File: config.mk
export PLATFORM = sky130hd
export DESIGN_NAME = wb_arbiter
export DESIGN_NICKNAME = d
export VERILOG_FILES = /design/src/rtl/wb_arbiter.sv
export SDC_FILE = /design/constraint.sdc
export NUM_CORES = 1
export LEC_CHECK = 0
export ABC_AREA = 1
export BUFFER_PORTS_ARGS = -buffer_cell sky130_fd_sc_hd__buf_4
export CORE_ASPECT_RATIO = 0.5
export CORE_MARGIN = 2
export CORE_UTILIZATION = 40
export CTS_CLUSTER_SIZE = 14
export DETAILED_ROUTE_END_ITERATION = 7
export SLEW_MARGIN = 5
export SYNTH_ARGS = -nofsm -noshare
export SYNTH_HDL_FRONTEND = slang
export SYNTH_SLANG_ARGS = --single-unit
export TNS_END_PERCENT = 100
File: constraint.sdc
create_clock -name clk -period 5.75 [get_ports clk]
set_input_delay 0.575 -clock clk [delete_from_list [all_inputs] [get_ports clk]]
set_output_delay 0.575 -clock clk [all_outputs]
set_load 0.1 [all_outputs]
File: src/rtl/wb_arbiter.sv
// Writeback arbiter: per-unit result FIFOs feeding one registered common data bus.
// Valid/ready: a unit's result is taken on a cycle where src_valid[i] and src_ready[i]
// are both high; src_ready depends only on registered occupancy, never on src_valid.
module wb_arbiter #(
    parameter int PHYS_REG_BITS = 6,
    parameter int ARCH_REG_BITS = 5,
    parameter int ROB_IDX_BITS  = 5,
    parameter int NUM_SRC       = 5,
    parameter int FIFO_DEPTH    = 2
) (
    input  logic                                clk,
    input  logic                                rst,
    input  logic                                flush,
    input  logic [NUM_SRC-1:0]                  src_valid,
    output logic [NUM_SRC-1:0]                  src_ready,
    input  logic [NUM_SRC*PHYS_REG_BITS-1:0]    src_pd,
    input  logic [NUM_SRC*ARCH_REG_BITS-1:0]    src_ad,
    input  logic [NUM_SRC*32-1:0]               src_v,
    input  logic [NUM_SRC*ROB_IDX_BITS-1:0]     src_rob,
    output logic                                cdb_valid,
    output logic [$clog2(NUM_SRC)-1:0]          cdb_src,
    output logic [PHYS_REG_BITS-1:0]            cdb_pd,
    output logic [ARCH_REG_BITS-1:0]            cdb_ad,
    output logic [31:0]                         cdb_v,
    output logic [ROB_IDX_BITS-1:0]             cdb_rob,
    output logic                                regf_we
);
    localparam int PTR_W   = $clog2(FIFO_DEPTH);
    localparam int CNT_W   = PTR_W + 1;
    localparam int SRC_W   = $clog2(NUM_SRC);
    localparam int ENTRY_W = PHYS_REG_BITS + ARCH_REG_BITS + 32 + ROB_IDX_BITS;

    logic [CNT_W-1:0]   count_q  [NUM_SRC];
    logic [CNT_W-1:0]   count_d  [NUM_SRC];
    logic [PTR_W-1:0]   wr_ptr_q [NUM_SRC];
    logic [PTR_W-1:0]   wr_ptr_d [NUM_SRC];
    logic [PTR_W-1:0]   rd_ptr_q [NUM_SRC];
    logic [PTR_W-1:0]   rd_ptr_d [NUM_SRC];
    logic [ENTRY_W-1:0] mem_q    [NUM_SRC][FIFO_DEPTH];
    logic [ENTRY_W-1:0] mem_d    [NUM_SRC][FIFO_DEPTH];
    logic [SRC_W-1:0]   rr_q, rr_d;

    logic                     cdb_valid_q, cdb_valid_d;
    logic [SRC_W-1:0]         cdb_src_q, cdb_src_d;
    logic [PHYS_REG_BITS-1:0] cdb_pd_q, cdb_pd_d;
    logic [ARCH_REG_BITS-1:0] cdb_ad_q, cdb_ad_d;
    logic [31:0]              cdb_v_q, cdb_v_d;
    logic [ROB_IDX_BITS-1:0]  cdb_rob_q, cdb_rob_d;
    logic                     regf_we_q, regf_we_d;

    logic [NUM_SRC-1:0] push, nonempty;
    logic               found;
    logic [SRC_W-1:0]   win, cand;
    logic [ENTRY_W-1:0] head;

    // Occupancy-derived ready/non-empty flags and accepted pushes
    always_comb begin
        for (int i = 0; i < NUM_SRC; i++) begin
            src_ready[i] = (count_q[i] != CNT_W'(FIFO_DEPTH));
            nonempty[i]  = (count_q[i] != '0);
            push[i]      = src_valid[i] && src_ready[i];
        end
    end

    // Round-robin search from rr_q; first non-empty FIFO wins, flush suppresses the pop
    always_comb begin
        found = 1'b0;
        win   = '0;
        cand  = '0;
        for (int k = 0; k < NUM_SRC; k++) begin
            cand = SRC_W'((int'(rr_q) + k) % NUM_SRC);
            if (!found && nonempty[cand]) begin
                found = 1'b1;
                win   = cand;
            end
        end
        head = mem_q[win][rd_ptr_q[win]];
        rr_d = rr_q;
        if (found && !flush)
            rr_d = (win == SRC_W'(NUM_SRC - 1)) ? '0 : win + 1'b1;
    end

    // FIFO bookkeeping: push, pop of the winner, and flush clearing
    always_comb begin
        mem_d = mem_q;
        for (int i = 0; i < NUM_SRC; i++) begin
            count_d[i]  = count_q[i];
            wr_ptr_d[i] = wr_ptr_q[i];
            rd_ptr_d[i] = rd_ptr_q[i];
            if (flush) begin
                count_d[i]  = '0;
                wr_ptr_d[i] = '0;
                rd_ptr_d[i] = '0;
            end else begin
                if (push[i]) begin
                    mem_d[i][wr_ptr_q[i]] = {src_pd[i*PHYS_REG_BITS +: PHYS_REG_BITS],
                                             src_ad[i*ARCH_REG_BITS +: ARCH_REG_BITS],
                                             src_v[i*32 +: 32],
                                             src_rob[i*ROB_IDX_BITS +: ROB_IDX_BITS]};
                    wr_ptr_d[i] = wr_ptr_q[i] + 1'b1;
                end
                if (found && (win == SRC_W'(i)))
                    rd_ptr_d[i] = rd_ptr_q[i] + 1'b1;
                count_d[i] = count_q[i] + CNT_W'(push[i])
                           - CNT_W'(found && (win == SRC_W'(i)));
            end
        end
    end

    // Next CDB contents: popped head, value zeroed for arch reg 0, no write for phys reg 0
    always_comb begin
        cdb_valid_d = found && !flush;
        cdb_src_d   = cdb_src_q;
        cdb_pd_d    = cdb_pd_q;
        cdb_ad_d    = cdb_ad_q;
        cdb_v_d     = cdb_v_q;
        cdb_rob_d   = cdb_rob_q;
        regf_we_d   = 1'b0;
        if (cdb_valid_d) begin
            cdb_src_d = win;
            cdb_pd_d  = head[ENTRY_W-1 -: PHYS_REG_BITS];
            cdb_ad_d  = head[ENTRY_W-PHYS_REG_BITS-1 -: ARCH_REG_BITS];
            cdb_v_d   = (cdb_ad_d == '0) ? 32'd0 : head[ROB_IDX_BITS +: 32];
            cdb_rob_d = head[ROB_IDX_BITS-1:0];
            regf_we_d = (cdb_pd_d != '0);
        end
    end

    // Control and CDB registers with synchronous reset
    always_ff @(posedge clk) begin
        if (rst) begin
            for (int i = 0; i < NUM_SRC; i++) begin
                count_q[i]  <= '0;
                wr_ptr_q[i] <= '0;
                rd_ptr_q[i] <= '0;
            end
            rr_q        <= '0;
            cdb_valid_q <= 1'b0;
            cdb_src_q   <= '0;
            cdb_pd_q    <= '0;
            cdb_ad_q    <= '0;
            cdb_v_q     <= '0;
            cdb_rob_q   <= '0;
            regf_we_q   <= 1'b0;
        end else begin
            count_q     <= count_d;
            wr_ptr_q    <= wr_ptr_d;
            rd_ptr_q    <= rd_ptr_d;
            rr_q        <= rr_d;
            cdb_valid_q <= cdb_valid_d;
            cdb_src_q   <= cdb_src_d;
            cdb_pd_q    <= cdb_pd_d;
            cdb_ad_q    <= cdb_ad_d;
            cdb_v_q     <= cdb_v_d;
            cdb_rob_q   <= cdb_rob_d;
            regf_we_q   <= regf_we_d;
        end
    end

    // FIFO storage carries no reset; occupancy alone decides what is live
    always_ff @(posedge clk) begin
        mem_q <= mem_d;
    end

    assign cdb_valid = cdb_valid_q;
    assign cdb_src   = cdb_src_q;
    assign cdb_pd    = cdb_pd_q;
    assign cdb_ad    = cdb_ad_q;
    assign cdb_v     = cdb_v_q;
    assign cdb_rob   = cdb_rob_q;
    assign regf_we   = regf_we_q;
endmodule

# Yosys cells after proc, flatten, opt, wreduce, memory -nomap -nowiden
# Index checks and enable logic that the tools add are counted.
[classes]
add_sub_neg = 25
n_mul = 0
div = 5
order_cmp = 17
eq_ne = 9
shifts = 0
n_mux = 46
bitwise_logic = 9
reduce_logical = 40
[ops]
columns = ["operator", "n"]
rows = [
  ["96-bit bitwise mux", 5],
  ["48-bit two-way mux", 8],
  ["96-bit binary-select mux with 3-bit select", 1],
  ["48-bit demux with 1-bit select", 5],
  ["96-bit two-way mux", 2],
  ["32-bit by 4-bit modulo with 32-bit output, second input constant", 4],
  ["4-bit by 4-bit modulo with 32-bit output, second input constant", 1],
  ["32-bit two-way mux", 1],
  ["1-bit logical AND", 20],
  ["3-bit by 4-bit < comparator with 1-bit output, second input constant", 5],
  ["1-bit binary-select mux with 3-bit select", 6],
  ["3-bit two-way mux", 6],
  ["2-bit >= comparator, second input constant", 6],
  ["1-bit two-way mux", 12],
  ["1-bit inverter with 2-bit output", 6],
  ["1-bit adder, second input constant", 10],
  ["2-bit by 1-bit adder with 2-bit output", 5],
  ["2-bit by 1-bit < comparator with 1-bit output, second input constant", 5],
  ["2-bit != test, second input constant", 5],
  ["2-bit AND reduction", 5],
  ["2-bit nonzero test", 5],
  ["2-bit by 1-bit subtractor with 2-bit output", 5],
  ["3-bit by 2-bit adder with 4-bit output, second input constant", 2],
  ["3-bit by 2-bit equality test with 1-bit output, second input constant", 2],
  ["other kinds (13)", 19],
]
[totals]
ff_bits = 556
latch_bits = 0
ram_bits = 0
rom_bits = 0
input_bits = 248
output_inout_bits = 58
mem_count = 0

# Logic depth before layout (Yosys ltp)
[depth]
word_depth = 26
ltp_mapped = 41
mapped_depth_nobuf = 39

# Worst setup path before layout
# OpenSTA, ideal clock, no wires.
[synth_path]
kind = "register to register"
startpoint = "register count_q[2] (netlist name)"
endpoint = "register mem_q[100] (netlist name) (enable)"
t_arrival_ns = 4.636
t_required_ns = 5.238
slack_ns = 0.601
path_stages_with_launch = 5
n_path_buf = 0
synth_period_minus_slack_ns = 5.149
path_cell_list = "dfxtp_1 > inv_1 > nand2_1 > nand2_1 > nor3_1"
[synth_between]
elab_chain_len = 3
[synth_rtl]
columns = ["item", "line_no", "source"]
rows = [
  ["start: declaration", "33", "logic [CNT_W-1:0] count_q [NUM_SRC];"],
  ["start signal: assignment", "146", "count_q <= count_d;"],
  ["2-bit != test", "59", "src_ready[i] = (count_q[i] != CNT_W'(FIFO_DEPTH));"],
  ["net src_ready[3]", "15", "output logic [NUM_SRC-1:0] src_ready,"],
  ["1-bit logical AND", "61", "push[i] = src_valid[i] && src_ready[i];"],
  ["2-bit AND reduction (no source line)", "-", ""],
  ["end signal: assignment", "162", "mem_q <= mem_d;"],
  ["end: declaration", "39", "logic [ENTRY_W-1:0] mem_q [NUM_SRC][FIFO_DEPTH];"],
]
# The timed path passes the listed nets, and every way through them passes these cells.
# A chain may end at the register's enable or synchronous reset.

# Final worst setup path
[layout_path]
startpoint = "register rr_q[2]"
endpoint = "register cdb_rob_q[0] (netlist: cdb_rob[0])"
[layout_between]
elab_chain_len = 24
elab_cells_between_ends = 49
classes_between = "add/sub (4); div (5); mux (29); bitwise (2); reduce/logical (9)"
[layout_rtl]
columns = ["item", "line_no", "source"]
rows = [
  ["start: declaration", "41", "logic [SRC_W-1:0] rr_q, rr_d;"],
  ["start signal: assignment", "149", "rr_q <= rr_d;"],
  ["branches (longest 24 deep; another with 32-bit by 4-bit modulo with 32-bit output)", "-", ""],
  ["end signal: assignment", "155", "cdb_rob_q <= cdb_rob_d;"],
  ["end: declaration", "48", "logic [ROB_IDX_BITS-1:0] cdb_rob_q, cdb_rob_d;"],
]
# Several ways; the timed one is not identified. The select of a mux whose other input is x is not followed.

==> summary by stage <==
Job
The number of max-cap violations is 0.

Floorplanning
The width of the die is 352.9 um. The area of the placeable core is around 60,000 um^2. The die covers about 63,000 um^2. The chip height is between 150 and 200 um.

The initial core utilization is 40.80%. The placement row count is between 60 and 70. a little over 300 I/O pins were placed.

Clock network
The deepest level of the CTS H-tree is 2. The clock latency on the worst-skew pair is between 500 and 600 ps. The clock slew at the register clock pins of the worst setup and hold paths is about 70 ps. Counting every sink on the clock net gives about 560.

The clock passes through at most 3 buffers. The number of clock buffers inserted by TritonCTS is just over 50. The clock root buffer is sky130_fd_sc_hd__clkbuf_16. The count of hold buffers inserted by post-cts repair is 0. TritonCTS built the clock tree.

STA
The post-route fraction of the period consumed by the critical path is around nine tenths. Hold timing on the final database bottoms out at a slack of 180.8 ps. The number of setup violations in the final report is 0. The post-route minimum period is ~5300 ps.

For the final routed database, the setup TNS stands at 0 ps. At the pin with the least slew margin, the transition time is roughly 1000 ps. The number of hold-slack violations in the final timing report is 0. The fmax is 190.3 MHz. The worst-case setup margin in the final layout is 493.8 ps. The number of slew-limit violations in the final report is 0. For the final database, setup skew stands at about 15 ps. The tightest slew margin relative to the limit is 30.21%.

Cells and area
The final design instance area without fill is 28,910 um^2. The fraction of final layout cells sized beyond drive strength 1 is between 10% and 20%. The number of fillers in the final layout is 5,432. The number of nets in the final layout is ~2,900. The layout overhead on the synthesized area is 18.74%.

Detailed routing
Dividing the detail-routed wire length by the instance count gives between 15 and 20 um. The routed design has approximately 67 mm of wire. After detailed routing, the number of remaining DRC violations is 0.

For this block, the via count after detailed routing is ~17,000. After detailed routing, the number of vias per cell comes to approximately 5.1. The detailed-router iteration count before antenna repair is 5.

After the first detailed-routing iteration, the DRC count stood at about 1,400. The number of antenna-violating nets in the routed design is 0.

Critical path
The cell with the largest stage delay on the worst path is sky130_fd_sc_hd__dfxtp_1. In this design, the stage delay of the slowest critical-path cell is roughly 650 ps. STA puts the critical path data arrival time at ~5800 ps. The largest fanout on the critical path is 44.

In this design, the critical path's most frequently occurring cell is sky130_fd_sc_hd__nand2_1. The worst setup path is captured at a flip-flop. The kind of launch point of the worst setup path is a flip-flop. At the worst endpoint, the required time is about 6300 ps. The type of the worst setup path is flip-flop to flip-flop. The reg-to-reg setup timing slack is just under 500 ps.

Synthesis
The cell count after synthesis came out at ~2,300. For this run, the number of Yosys warnings is 0. Synthesis produced a netlist with a net count of roughly 2,600.

Counting flops with a built-in enable in the synthesized netlist gives 480. In the post-synthesis netlist, the biggest area contributors are sky130_fd_sc_hd__edfxtp_1, sky130_fd_sc_hd__nand2_1, sky130_fd_sc_hd__dfxtp_1. Among all flip-flop cells after synthesis, the most frequent one is sky130_fd_sc_hd__edfxtp_1. The proportion of synthesized chip area in sequential cells is 65.45%. Of all flip-flops after synthesis, the portion carrying an async set or reset was 0%. The largest total area in the synthesized netlist belongs to sky130_fd_sc_hd__edfxtp_1.

The area share of the largest cell type after synthesis is 59.20%. The post-synthesis sequential element count is 556. In this run the cell area of the synthesized design comes to about 24,000 um^2.

The count of unique library cells instantiated by Yosys is 45. The average instance area after synthesis is ~11 um^2.

Global route
The total grt overflow is 0. The via count of the first global-routing pass is 16,720. Global routing used between 20% and 30% of the available tracks across all layers. Entering global routing, the biggest net connects 114 pins. The number of antenna violations at the first check in global routing is 4. The first global-routing pass estimated 98.29 mm of wire.

Place
Input and output buffers added on the ports amount to ~300. Prior to clock tree synthesis, the placed netlist has a worst setup slack of approximately 210 ps. After legalization and detailed placement, the total HPWL measured 41.44 mm. After detailed placement, the total cell area comes to between 20,000 and 30,000 um^2. At the end of routability-driven placement, the weighted congestion stood at 0.8282.

Min path
The path type of the worst min-delay path is primary input to flip-flop.

Run status
The flow ran to the end, and the final reports show no timing, DRC or antenna violations.
==> cells by family (layout without fill, tap and decap cells) <==
| family | count (synthesis) | in the layout | synth area share (%) |
|---|---|---|---|
| buffers and inverters | 297 | 598 | 5.807 |
| other | 0 | 4 | 0 |
| XOR/XNOR | 11 | 11 | 0.3957 |
| AO/OA/AOI/OAI | 422 | 422 | 9.332 |
| adder cells (fa/ha/maj) | 36 | 36 | 1.850 |
| flip-flops | 556 | 556 | 65.45 |
| AND/OR/NAND/NOR | 983 | 986 | 17.16 |
==> timing repair <==
| item | 4_1_cts | 5_1_grt |
|---|---|---|
| endpoints found under the setup margin | 0 | 47 |
| hold endpoints to repair | 0 | 0 |
| setup buffers | 0 | 2 |
| gates resized for setup | 0 | 8 |
==> synth_stat cells, types with 10 or more instances <==
cell type / instances
sky130_fd_sc_hd__a31oi_1: 62
sky130_fd_sc_hd__o21ai_1: 95
sky130_fd_sc_hd__buf_2: 69
sky130_fd_sc_hd__nand2_1: 627
sky130_fd_sc_hd__buf_4: 16
sky130_fd_sc_hd__clkbuf_1: 24
sky130_fd_sc_hd__nand3_1: 164
sky130_fd_sc_hd__ha_1: 36
sky130_fd_sc_hd__a21oi_1: 129
sky130_fd_sc_hd__nor3_1: 12
sky130_fd_sc_hd__nor2_1: 113
sky130_fd_sc_hd__inv_1: 153
sky130_fd_sc_hd__dfxtp_1: 76
sky130_fd_sc_hd__buf_6: 20
sky130_fd_sc_hd__nand2_2: 24
sky130_fd_sc_hd__edfxtp_1: 480
sky130_fd_sc_hd__o21ai_0: 110
sky130_fd_sc_hd__inv_2: 10
==> layout make-up <==
class / instances / area, um^2 / share of cell area, %
Inverter: 166 / 630.6 / 2.181
Clock buffer: 73 / 1411 / 4.882
Clock inverter: 21 / 157.7 / 0.5453
Multi-Input combinational cell: 1455 / 7137 / 24.69
Tap cell: 812 / 1016 / 3.514
Timing Repair Buffer: 338 / 2611 / 9.033
Antenna cell: 4 / 10.01 / 0.03462
Sequential cell: 556 / 15940 / 55.12
==> layer usage <==
metal	up-vias	GRT usage, %	routed length [um]
met4	0	7.568	2184
met3	107	2.752	2949
met2	399	37.53	34600
li1	8459	-	-
met5	-	0	0
met1	8474	25.09	27300
==> stage by stage <==
stage	std cells	utilization (%)
after detailed placement	3322	45.62
after floorplan	2305	-
final	3425	48.45
after global routing	3425	48.45
after CTS	3416	48.25
after global placement	3322	45.62
==> path summary, 6_finish.rpt <==
path | start | endpoint | depth (start not counted)
setup / recovery | rr_q[2]$_SDFFE_PP0P_ | cdb_rob[0]$_SDFFE_PP0P_ | 31
hold / removal | src_v[58] | mem_q[319]$_DFFE_PP_ | 1
setup reg to reg | rr_q[2]$_SDFFE_PP0P_ | cdb_rob[0]$_SDFFE_PP0P_ | 31
hold reg to reg | cdb_v[16]$_SDFFE_PP0P_ | cdb_v[16]$_SDFFE_PP0P_ | 2
==> flip-flops by register name, indices dropped and copies added, names as in the netlist <==
register	flops
cdb_pd	6
regf_we	1
cdb_v	32
cdb_ad	5
count_q	10
rr_q	3
wr_ptr_q	5
rd_ptr_q	5
cdb_rob	5
cdb_valid	1
cdb_src	3
mem_q	480
==> worst max-delay path, delay by kind of cell, from the launching register on <==
family / cells / cell delay (ps)
fa+ha+maj: 2 / 560
xor+xnor: 1 / 180
flops: 1 / 650
compound gates: 5 / 730
buf+inv: 7 / 1130
simple gates: 16 / 1900
==> cell usage in the layout (no fill, tap or decap), types with 3 or more instances in the layout <==
cell type / instances
sky130_fd_sc_hd__nand2_1: 624
sky130_fd_sc_hd__edfxtp_1: 480
sky130_fd_sc_hd__buf_4: 330
sky130_fd_sc_hd__nand3_1: 164
sky130_fd_sc_hd__inv_1: 153
sky130_fd_sc_hd__a21oi_1: 129
sky130_fd_sc_hd__nor2_1: 113
sky130_fd_sc_hd__o21ai_0: 110
sky130_fd_sc_hd__o21ai_1: 95
sky130_fd_sc_hd__dfxtp_1: 76
sky130_fd_sc_hd__a31oi_1: 62
sky130_fd_sc_hd__clkbuf_16: 53
sky130_fd_sc_hd__ha_1: 36
sky130_fd_sc_hd__nand2_2: 25
sky130_fd_sc_hd__clkbuf_1: 19
sky130_fd_sc_hd__clkinv_1: 12
sky130_fd_sc_hd__nor3_2: 11
sky130_fd_sc_hd__a21oi_2: 9
sky130_fd_sc_hd__clkinv_2: 8
sky130_fd_sc_hd__inv_2: 7
sky130_fd_sc_hd__or2_0: 7
sky130_fd_sc_hd__nand4_1: 6
sky130_fd_sc_hd__o211ai_1: 6
sky130_fd_sc_hd__nand3_2: 6
sky130_fd_sc_hd__nand3b_1: 6
sky130_fd_sc_hd__xor2_1: 5
sky130_fd_sc_hd__xnor2_1: 5
sky130_fd_sc_hd__or2_2: 5
sky130_fd_sc_hd__buf_12: 5
sky130_fd_sc_hd__diode_2: 4
sky130_fd_sc_hd__nand2_4: 4
sky130_fd_sc_hd__o31ai_1: 4
sky130_fd_sc_hd__nor2_4: 3
sky130_fd_sc_hd__inv_4: 3
sky130_fd_sc_hd__buf_6: 3
Power is not shown: default switching activity piles up to over one toggle a cycle in this logic, so the estimate is an artifact.
